--- src/rtl/hazard_ctrl.sv ---
// ---------------------------------------------------------------------------
// hazard_ctrl
// Pipeline hazard controller for the five-stage CPU. It drives the write
// enables and flushes of the IF/ID, ID/EX, EX/MEM and MEM/WB registers and the
// PC enable. It detects load-use and taken-branch hazards, sequences
// multi-cycle mul/div stalls, and picks the EX-stage operand forwarding paths.
//
// Parameters
//   REG_W   register-number width
//   MD_LAT  total stall cycles for one mul/div op (>= 2)
//
// Ports
//   clk, Rst                     clock, synchronous active-high reset
//   id_rs/id_rt, id_use_rs/rt    sources of the ID instruction and use flags
//   ex_rs/ex_rt/ex_rd            sources and destination of the EX instruction
//   ex_regwrite, ex_memread      EX writes a register / EX is a load
//   ex_branch_taken              EX resolved a taken branch or jump
//   ex_md_start                  EX holds a mul/div op
//   mem_rd/wb_rd, *_regwrite     destinations and write enables in MEM and WB
//   pc_we, *_we                  pipeline register write enables
//   ifid/idex/exmem_flush        bubble insertion into the next stage
//   fwd_a, fwd_b                 00 regfile, 10 EX/MEM result, 01 MEM/WB result
//   md_busy, md_done             mul/div stall active / final release cycle
// ---------------------------------------------------------------------------
module hazard_ctrl #(
  parameter int REG_W  = 5,
  parameter int MD_LAT = 4
) (
  input  logic             clk,
  input  logic             Rst,
  input  logic [REG_W-1:0] id_rs,
  input  logic [REG_W-1:0] id_rt,
  input  logic             id_use_rs,
  input  logic             id_use_rt,
  input  logic [REG_W-1:0] ex_rs,
  input  logic [REG_W-1:0] ex_rt,
  input  logic [REG_W-1:0] ex_rd,
  input  logic             ex_regwrite,
  input  logic             ex_memread,
  input  logic             ex_branch_taken,
  input  logic             ex_md_start,
  input  logic [REG_W-1:0] mem_rd,
  input  logic [REG_W-1:0] wb_rd,
  input  logic             mem_regwrite,
  input  logic             wb_regwrite,
  output logic             pc_we,
  output logic             ifid_we,
  output logic             idex_we,
  output logic             exmem_we,
  output logic             memwb_we,
  output logic             ifid_flush,
  output logic             idex_flush,
  output logic             exmem_flush,
  output logic [1:0]       fwd_a,
  output logic [1:0]       fwd_b,
  output logic             md_busy,
  output logic             md_done
);

  // Counter width; a one-bit counter is kept when MD_LAT is 2 so the
  // vector never collapses to zero width.
  localparam int CW = (MD_LAT > 2) ? $clog2(MD_LAT) : 1;

  typedef enum logic [1:0] {IDLE, BUSY, DONE} state_t;

  state_t          state, state_nxt;
  logic [CW-1:0]   cnt, cnt_nxt;
  logic            load_use;
  logic            md_stall;

  // ex_regwrite is part of the stage interface but every hazard decided here
  // keys off ex_memread alone (a load always writes a register).
  logic            unused_ex_regwrite;
  assign unused_ex_regwrite = ex_regwrite;

  // Forwarding source for one EX operand. MEM holds the younger result so it
  // wins over WB; register 0 is hardwired and never forwards.
  function automatic logic [1:0] fwd_sel(input logic [REG_W-1:0] src);
    logic [1:0] sel;
    sel = 2'b00;
    if (mem_regwrite && (mem_rd != '0) && (mem_rd == src))
      sel = 2'b10;
    else if (wb_regwrite && (wb_rd != '0) && (wb_rd == src))
      sel = 2'b01;
    return sel;
  endfunction

  // State and stall counter register; reset aborts any stall in progress.
  always_ff @(posedge clk) begin
    if (Rst) begin
      state <= IDLE;
      cnt   <= '0;
    end else begin
      state <= state_nxt;
      cnt   <= cnt_nxt;
    end
  end

  // Mul/div sequencer. The IDLE entry cycle is already a stall cycle, so BUSY
  // only has to cover MD_LAT-1 more cycles: cnt starts at MD_LAT-2 and BUSY
  // exits when it reaches zero. DONE ignores ex_md_start because the op that
  // caused the stall is the one leaving EX in that cycle.
  always_comb begin
    state_nxt = state;
    cnt_nxt   = cnt;
    case (state)
      IDLE: begin
        if (ex_md_start) begin
          state_nxt = BUSY;
          cnt_nxt   = CW'(MD_LAT - 2);
        end
      end
      BUSY: begin
        if (cnt != '0)
          cnt_nxt = cnt - CW'(1);
        else
          state_nxt = DONE;
      end
      DONE:    state_nxt = IDLE;
      default: state_nxt = IDLE;
    endcase
  end

  assign load_use = ex_memread && (ex_rd != '0) &&
                    ((id_use_rs && (id_rs == ex_rd)) ||
                     (id_use_rt && (id_rt == ex_rd)));

  assign md_stall = ((state == IDLE) && ex_md_start) || (state == BUSY);

  // Enable/flush generation. Reset forces all stages to flush so no stale
  // instruction survives; otherwise mul/div beats branch beats load-use.
  always_comb begin
    pc_we       = 1'b1;
    ifid_we     = 1'b1;
    idex_we     = 1'b1;
    exmem_we    = 1'b1;
    memwb_we    = 1'b1;
    ifid_flush  = 1'b0;
    idex_flush  = 1'b0;
    exmem_flush = 1'b0;
    fwd_a       = 2'b00;
    fwd_b       = 2'b00;
    md_busy     = 1'b0;
    md_done     = 1'b0;
    if (Rst) begin
      ifid_flush  = 1'b1;
      idex_flush  = 1'b1;
      exmem_flush = 1'b1;
    end else begin
      fwd_a   = fwd_sel(ex_rs);
      fwd_b   = fwd_sel(ex_rt);
      md_busy = md_stall;
      md_done = (state == DONE);
      if (md_stall) begin
        // Freeze front end and the op in EX; drain older work to WB.
        pc_we       = 1'b0;
        ifid_we     = 1'b0;
        idex_we     = 1'b0;
        exmem_flush = 1'b1;
      end else if (ex_branch_taken) begin
        // Squash the two wrong-path instructions in IF and ID.
        ifid_flush = 1'b1;
        idex_flush = 1'b1;
      end else if (load_use) begin
        // Hold IF/ID one cycle and send a bubble into EX.
        pc_we      = 1'b0;
        ifid_we    = 1'b0;
        idex_flush = 1'b1;
      end
    end
  end

endmodule
--- config.mk ---
export PLATFORM = sky130hd
export DESIGN_NAME = hazard_ctrl
export DESIGN_NICKNAME = d
export VERILOG_FILES = /design/src/rtl/hazard_ctrl.sv
export SDC_FILE = /design/constraint.sdc
export NUM_CORES = 1
export LEC_CHECK = 0
export CORE_MARGIN = 3
export CORE_UTILIZATION = 30
export DETAILED_ROUTE_END_ITERATION = 10
export MAX_ROUTING_LAYER = met4
export PLACE_DENSITY = 0.79
export SETUP_SLACK_MARGIN = 0.1
export SLEW_MARGIN = 20
export SYNTH_ARGS = -nofsm -noshare
export SYNTH_HDL_FRONTEND = slang
export SYNTH_SLANG_ARGS = --single-unit
--- constraint.sdc ---
create_clock -name clk -period 1.9 [get_ports clk]
set_clock_uncertainty 0.1 [all_clocks]
set_input_delay 0.285 -clock clk [delete_from_list [all_inputs] [get_ports clk]]
set_output_delay 0.285 -clock clk [all_outputs]
set_load 0.1 [all_outputs]
# Word-level counts from Yosys, hierarchy flattened
# Cells that the tools add are included.
# op_classes
addsub	1
mul	0
n_div	0
magnitude_cmp	0
eq_ne	11
shifts	0
n_mux	29
bitwise	0
reduce_logical	21
# op_table
operator	n
5-bit == test	6
1-bit 2-to-1 mux	19
2-bit 2-to-1 mux	8
5-bit nonzero test	3
1-bit logical AND	11
2-bit one-hot mux with 2 select lines	2
2-bit inequality test (second input constant)	3
2-bit nonzero test	2
3-bit AND reduction	1
2-bit by 1-bit == test with 1-bit output (second input constant)	1
2-bit == test (second input constant)	1
2-bit zero test	1
1-bit logical OR	2
2-bit AND reduction	1
2-bit by 1-bit subtractor with 2-bit output (second input constant)	1
# word_totals
register_bits	4
latchBits	0
mem_bits_rw	0
romBits	0
inputBits	45
out_inout_bits	14
word_cells	64
n_memories	0

# Longest topological paths before layout
# Gate-level depths: netlist (run 1).
# depth
word_depth	8
mapped_depth	6
depth_no_buf	6

# Least setup slack after synthesis (run 1)
# No wires, ideal clock.
# synth_timing
path_kind	reg-to-output
from	register state[1]
to	output pc_we
arrival_time_ns	3.859
required_ns	1.515
slack_ns	-2.344
stages_incl_launch_ff	6
n_path_buf	1
path_cell_list	dfxtp_1 > o21bai_1 > nor2_1 > inv_1 > o31a_1 > buf_4
# synth_via
elab_chain_cells	5
word_cells_on_any_way	6
classes_between	eq/ne (1); mux (2); reduce/logical (3)
# synth_lines
item	line	text
from (decl)	66	state_t state, state_nxt;
from (signal assigned)	94	state <= state_nxt;
2-bit zero test	128	assign md_stall = ((state == IDLE) && ex_md_start) || (state == BUSY);
1-bit logical AND	128	
1-bit logical OR *	128	
1-bit 2-to-1 mux * (2 in series)	n/a	
to (decl)	46	output logic pc_we,
# Mark *: on every way between the ends. The rest lies on a longest branch, timed or not.

# Worst setup path in the final report (run 1)
# layout_timing
from	input mem_rd[3]
to	output fwd_b[0]
# layout_via
elab_chain_cells	5
word_cells_on_any_way	6
classes_between	eq/ne (1); mux (2); reduce/logical (3)
# layout_lines
item	line	text
from (decl)	42	input logic [REG_W-1:0] mem_rd,
5-bit nonzero test	81	if (mem_regwrite && (mem_rd != '0) && (mem_rd == src))
1-bit logical AND	81	
1-bit logical AND *	81	
2-bit 2-to-1 mux *	81	
2-bit 2-to-1 mux *	145	if (Rst) begin
to (decl)	55	output logic [1:0] fwd_b,
# Marks and branches as above.

==> results of run 1 <==
==> metrics by stage <==
stage                      util  setup TNS [ns]  power [W]
after floorplan               -           -5.58   0.000348
after global placement    0.791           -3.19   0.000567
after detailed placement  0.791           -3.37   0.000577
after CTS                 0.866          -0.554   0.000728
after global routing      0.881           -1.11   0.000788
final                     0.881          -0.846   0.000759
==> metal layers <==
layer | track usage | part of all wire | vias to the layer above
met1 | 0.247 | 0.36 | 512
met3 | 0.0648 | 0.096 | 14
met4 | 0.179 | 0.039 | 0
li1 | - | - | 483
met5 | - | 0 | -
met2 | 0.535 | 0.51 | 68
==> flip-flops by register name, summed over array words and instances, names as in the netlist <==
name and flops:
state 2, cnt 2
==> power breakdown <==
group | switching, W | leakage, nW | internal (W)
logic | 0.000302 | 0.744 | 0.000244
clock network | 0.0000432 | 0.0138 | 0.0000712
registers | 0.00000823 | 0.0343 | 0.0000907
==> final timing paths <==
| kind | start | to | slack (ns) | depth (start not counted) |
|---|---|---|---|---|
| max | mem_rd[3] | fwd_b[0] | -0.28 | 7 |
| min | Rst | state[1]$_SDFFE_PP0P_ | 0.36 | 3 |
| max reg2reg | cnt[0]$_SDFFE_PP0P_ | cnt[1]$_SDFFE_PP0P_ | 0.44 | 6 |
| min reg2reg | state[0]$_SDFFE_PP0P_ | state[1]$_SDFFE_PP0P_ | 0.41 | 2 |
==> synthesized netlist by cell type <==
cell type,number
inv_1,6
o21ai_0,3
nor3_1,5
o21ai_2,1
and2_0,1
mux2i_1,1
nand3_1,2
nand2_1,6
nor4_2,2
clkbuf_1,1
o21bai_1,1
xor2_1,18
nor4_1,4
o31a_1,1
o31ai_1,1
conb_1,1
a32oi_1,1
ha_1,1
buf_4,3
o311a_1,1
nor3b_1,1
a21oi_1,2
nor2_1,2
dfxtp_1,4
o211ai_1,1
xnor2_1,12
or4_1,5
==> cell type report <==
cell class / count / area share
timing repair buffer: 89 / 0.508
multi-input combinational: 74 / 0.397
sequential: 4 / 0.0487
tap: 27 / 0.0188
inverter: 6 / 0.0146
clock buffer: 3 / 0.0125
==> worst max-delay path, delay by kind of cell <==
family / cells / cell delay (ns)
buf+inv: 3 / 0.43
simple gates: 3 / 0.90
compound gates: 1 / 0.16
==> what timing repair did <==
item	CTS	global route
buffers inserted	9	2
gates cloned	0	0
setup endpoints to repair	9	9
resized for setup	138	6
hold endpoints to repair	0	0
pin swaps	32	7
==> cell families after synthesis <==
kind of cell	after synthesis	synth area share
muxes	1	0.0150
DFF	4	0.120
AOI/OAI and AO/OA	12	0.125
xor gates and xnor gates	30	0.393
buffers and inverters	10	0.0730
and+or+nand+nor	28	0.249
other	1	0.00561
adders and majority gates	1	0.0187
==> placed cells by master, fill, tap and decap left out, types with 2 or more instances in the layout <==
| cell | instances |
|---|---|
| nand2_1 | 5 |
| buf_6 | 16 |
| inv_2 | 2 |
| nor3_1 | 3 |
| dfxtp_4 | 2 |
| clkdlybuf4s15_2 | 2 |
| inv_1 | 3 |
| nor4_2 | 2 |
| clkdlybuf4s50_1 | 4 |
| dlygate4sd2_1 | 12 |
| or4_1 | 2 |
| xor2_1 | 17 |
| clkdlybuf4s15_1 | 4 |
| conb_1 | 2 |
| xnor2_1 | 11 |
| buf_12 | 13 |
| dfxtp_1 | 2 |
| buf_2 | 10 |
| o21ai_0 | 2 |
| clkbuf_4 | 3 |
| nor4_4 | 4 |
| buf_4 | 27 |
| or4_4 | 3 |
| nand3_2 | 2 |
==> key figures, run 1 <==
Worst hold path
  – Worst Hold Class: primary input to register

Logic synthesis
  – Top cells by area, synth: xor2_1, xnor2_1, dfxtp_1
  – Seq cells post-synth: 4
  – Largest area contributor in the netlist: xor2_1
  – Netlist cell types: 27
  – Seq/Total Area, Yosys: 0.120
  – YS warnings: 0
  – Synth Instances: 87
  – Synth Cell Area: 668 um^2
  – Share of the synthesized area in the top cell type: 0.236
  – Syn_area_per_cell: 7.68 um^2

CTS
  – Clock Pin Slew Worst Setup and Hold Paths: 0.04 ns
  – Clock sink count: 4
  – Clock buffer depth: 2
  – CTS tree: done
  – Hold bufs inserted after CTS: 0
  – TritonCTS Buffers: 3
  – H-tree depth: 1
  – Clock Latency Late Sink: 0.25 ns
  – Clock root cell: clkbuf_4

Finish
  – Area of the multi-input gates: slightly above 700 um^2
  – Area growth syn-to-layout: 169%
  – Layout cells sized above 1: 0.568
  – Final Cell Area: 0.00180 mm^2
  – Cell Count, Final, Fillers Out: 203
  – Filler cells: 92
  – Final #Nets: 224
  – FF+latch area: approximately 88 um^2
  – Ant diodes: 0

Worst setup path
  – Worst path slowest cell: or4_4
  – Peak fanout along the critical path: 2
  – Startpoint types: primary input
  – Setup crit end kind: output pin
  – Max stage delay on crit path: roughly 0.54 ns
  – Crit-path cells: buf_6 > or4_4 > o21ai_4 > buf_6 > nor3_4 > nor4_4 > buf_12
  – Most used cell, CP: buf_6
  – Critical path class: primary input to output pin
  – Worst Path Arrival: 1.79 ns
  – Worst endpoint required time: 1.51 ns

Power and ir drop
  – Worst vdd ir: 0.597 mV
  – Pleak: between 0.7 and 0.8 nW
  – Pwr Density: 422 mW/mm^2

STA
  – Final worst setup slack: -0.276 ns
  – Peak Freq: 459 MHz
  – Final hold vios: 0
  – Final Max Tran Viols: 0
  – Endpoints failing setup: 7
  – RSZ-0062 raised after global routing: true
  – Hold_ws: roughly 0.36 ns
  – Fin crit period: about 2.2 ns
  – Final cycle utilization of the critical path: 1.15

Die
  – Die area: ~0.0028 mm^2
  – Row count: 16
  – Core ar.: 0.00204 mm^2
  – IO Pins: 59
  – Die height: between 50 and 60 um
  – Chip Width: 53.2 um
  – Starting Density: 0.327

GRT
  – Pin count of the biggest net entering global routing: 9
  – Initial antenna violation count: 0
  – First-pass GRT wire length: 5430 um
  – Gr ovfl total: 0
  – Vias in the first global route: 1,174
  – Gr usage total: 0.282

Status
  – Violated checks: setup timing
  – Status: complete, but fails checks

Place
  – Port bufs: 55
  – Post-DP HPWL: 2380 um
  – Placed Area: 0.00162 mm^2
  – Worst slack at placement: -0.639 ns
  – Cells after DPL: 191
  – Placer's final routability congestion estimate: 0.803

Route
  – 1st-pass router iterations: 4
  – # DRC: 0
  – Via count: between 1,000 and 1,500
  – DR WL/cell: 20.2 um
  – DRT antenna net count: 0
  – Final WL: between 4000 and 5000 um
  – Initial drt markers: 20
  – Via density: 5.31

Flow run
  – Max-cap violation count: 0
(Power assumes the default switching activity.)
==> run 2: changes to the inputs <==
--- a/config.mk
+++ b/config.mk
@@ -8,6 +8,6 @@
 export CORE_MARGIN = 3
-export CORE_UTILIZATION = 30
+export CORE_UTILIZATION = 28
 export DETAILED_ROUTE_END_ITERATION = 10
 export MAX_ROUTING_LAYER = met4
-export PLACE_DENSITY = 0.79
+export PLACE_DENSITY = 0.77
 export SETUP_SLACK_MARGIN = 0.1
==> constraint.sdc (replaced) <==
create_clock -name clk -period 1.8 [get_ports clk]
set_clock_uncertainty 0.1 [all_clocks]
set_input_delay 0.36 -clock clk [delete_from_list [all_inputs] [get_ports clk]]
set_output_delay 0.36 -clock clk [all_outputs]
set_load 0.1 [all_outputs]
==> key figures, run 2 (synthesis results as in run 1) <==
Status
  – Status: complete, but fails checks
  – Violated checks: setup timing

CTS
  – Hold bufs inserted after CTS: 0
  – Clock sink count: 4
  – Clock buffer depth: 2
  – Clock Pin Slew Worst Setup and Hold Paths: around 0.040 ns
  – Clock root cell: clkbuf_4
  – TritonCTS Buffers: 3
  – CTS tree: done
  – Clock Latency Late Sink: 0.24 ns
  – H-tree depth: 1

Die
  – Chip Width: 54.9 um
  – IO Pins: 59
  – Core ar.: 0.00223 mm^2
  – Starting Density: 0.299
  – Die height: about 55 um
  – Die area: between 0.003 and 0.004 mm^2
  – Row count: 17

GRT
  – First-pass GRT wire length: between 4000 and 5000 um
  – Gr usage total: 0.227
  – Gr ovfl total: 0
  – Initial antenna violation count: 0
  – Pin count of the biggest net entering global routing: 9
  – Vias in the first global route: 1,092

Finish
  – Final #Nets: 221
  – Ant diodes: 0
  – Cell Count, Final, Fillers Out: 201
  – Biggest regs: cnt: 2 flops, state: 2 flops
  – Area of the multi-input gates: 776 um^2
  – Commonest non-fill, non-tap cells in the layout: buf_4, xor2_1, buf_6
  – Most common cell after layout, fill and taps aside: buf_4
  – FF+latch area: 82.6 um^2
  – Layout cells sized above 1: 0.590
  – Filler cells: 124
  – Area growth syn-to-layout: 176%

Place
  – Port bufs: 55
  – Cells after DPL: 196
  – Placer's final routability congestion estimate: 0.801
  – Post-DP HPWL: 2430 um

STA
  – RSZ-0062 raised after global routing: true
  – Fin crit period: around 2.3 ns
  – Final hold vios: 0
  – Peak Freq: 436 MHz
  – Final cycle utilization of the critical path: 1.27
  – Hold_ws: 0.405 ns
  – Endpoints failing setup: 8
  – Final Max Tran Viols: 0
  – Final worst setup slack: -0.492 ns

Route
  – DR WL/cell: 15.6 um
  – 1st-pass router iterations: 4
  – Via count: 994
  – DRT antenna net count: 0
  – Via density: 4.95
  – # DRC: 0
  – Final WL: 3140 um
  – Initial drt markers: 5

Worst hold path
  – Worst Hold Class: primary input to register

Worst setup path
  – Setup crit end kind: output pin
  – Startpoint types: primary input
  – Peak fanout along the critical path: 2
  – Worst Path Arrival: 1.83 ns
  – Critical path class: primary input to output pin
  – Worst endpoint required time: about 1.3 ns

Flow run
  – Max-cap violation count: 0

Power and ir drop
  – Worst vdd ir: 0.551 mV
  – Pwr Density: 427 mW/mm^2
  – Pleak: 0.800 nW
-- run 2: path summary, 6_finish.rpt --
check / from / to / slack (ns) / cells past startpoint
setup reg to reg: cnt[0]$_SDFFE_PP0P_ / cnt[1]$_SDFFE_PP0P_ / 0.40 / 6
hold / removal: Rst / cnt[0]$_SDFFE_PP0P_ / 0.40 / 3
hold reg to reg: cnt[0]$_SDFFE_PP0P_ / cnt[0]$_SDFFE_PP0P_ / 0.41 / 2
setup / recovery: wb_rd[3] / fwd_b[0] / -0.49 / 6
-- run 2: layer usage --
metal  track usage  share of wire
met5             -              0
met4         0.145          0.032
met3        0.0381          0.063
met2         0.431           0.59
met1         0.203           0.32
-- run 2: per-stage QoR --
| stage | util | total power, W | area (um^2) | TNS (ns) | setup slack, ns |
|---|---|---|---|---|---|
| floorplan | - | 0.000367 | 762 | -7.54 | -1.03 |
| global placement | 0.736 | 0.000606 | 1640 | -6.03 | -0.860 |
| detailed placement | 0.736 | 0.000620 | 1640 | -6.21 | -0.885 |
| CTS | 0.807 | 0.000769 | 1800 | -2.45 | -0.496 |
| global route | 0.826 | 0.000819 | 1850 | -2.97 | -0.525 |
| finish | 0.826 | 0.000789 | 1850 | -2.59 | -0.492 |
-- run 2: where the power goes --
part | internal, W | total (W) | switching, W
clock network | 0.0000749 | 0.000116 | 0.0000413
logic | 0.000260 | 0.000571 | 0.000311
registers | 0.0000970 | 0.000102 | 0.00000463
total | 0.000432 | 0.000789 | 0.000357
-- run 2: worst max-delay path: stages --
cell and delay (ns):
buf_6 0.09, buf_6 0.10, xor2_1 0.15, or4_4 0.55, nor4_4 0.35, buf_12 0.22
-- run 2: repair_timing --
action,4_1_cts,5_1_grt
buffers inserted,3,1
pin swaps,32,7
endpoints found under the setup margin,12,12
gates resized for setup,136,15
-- run 2: final cells by class --
type | count | area share
flip-flops and latches | 4 | 0.0447
well taps | 28 | 0.0190
repair buffers | 86 | 0.489
inverters | 6 | 0.0142
clock buffers | 3 | 0.0122
multi-input cells | 74 | 0.420
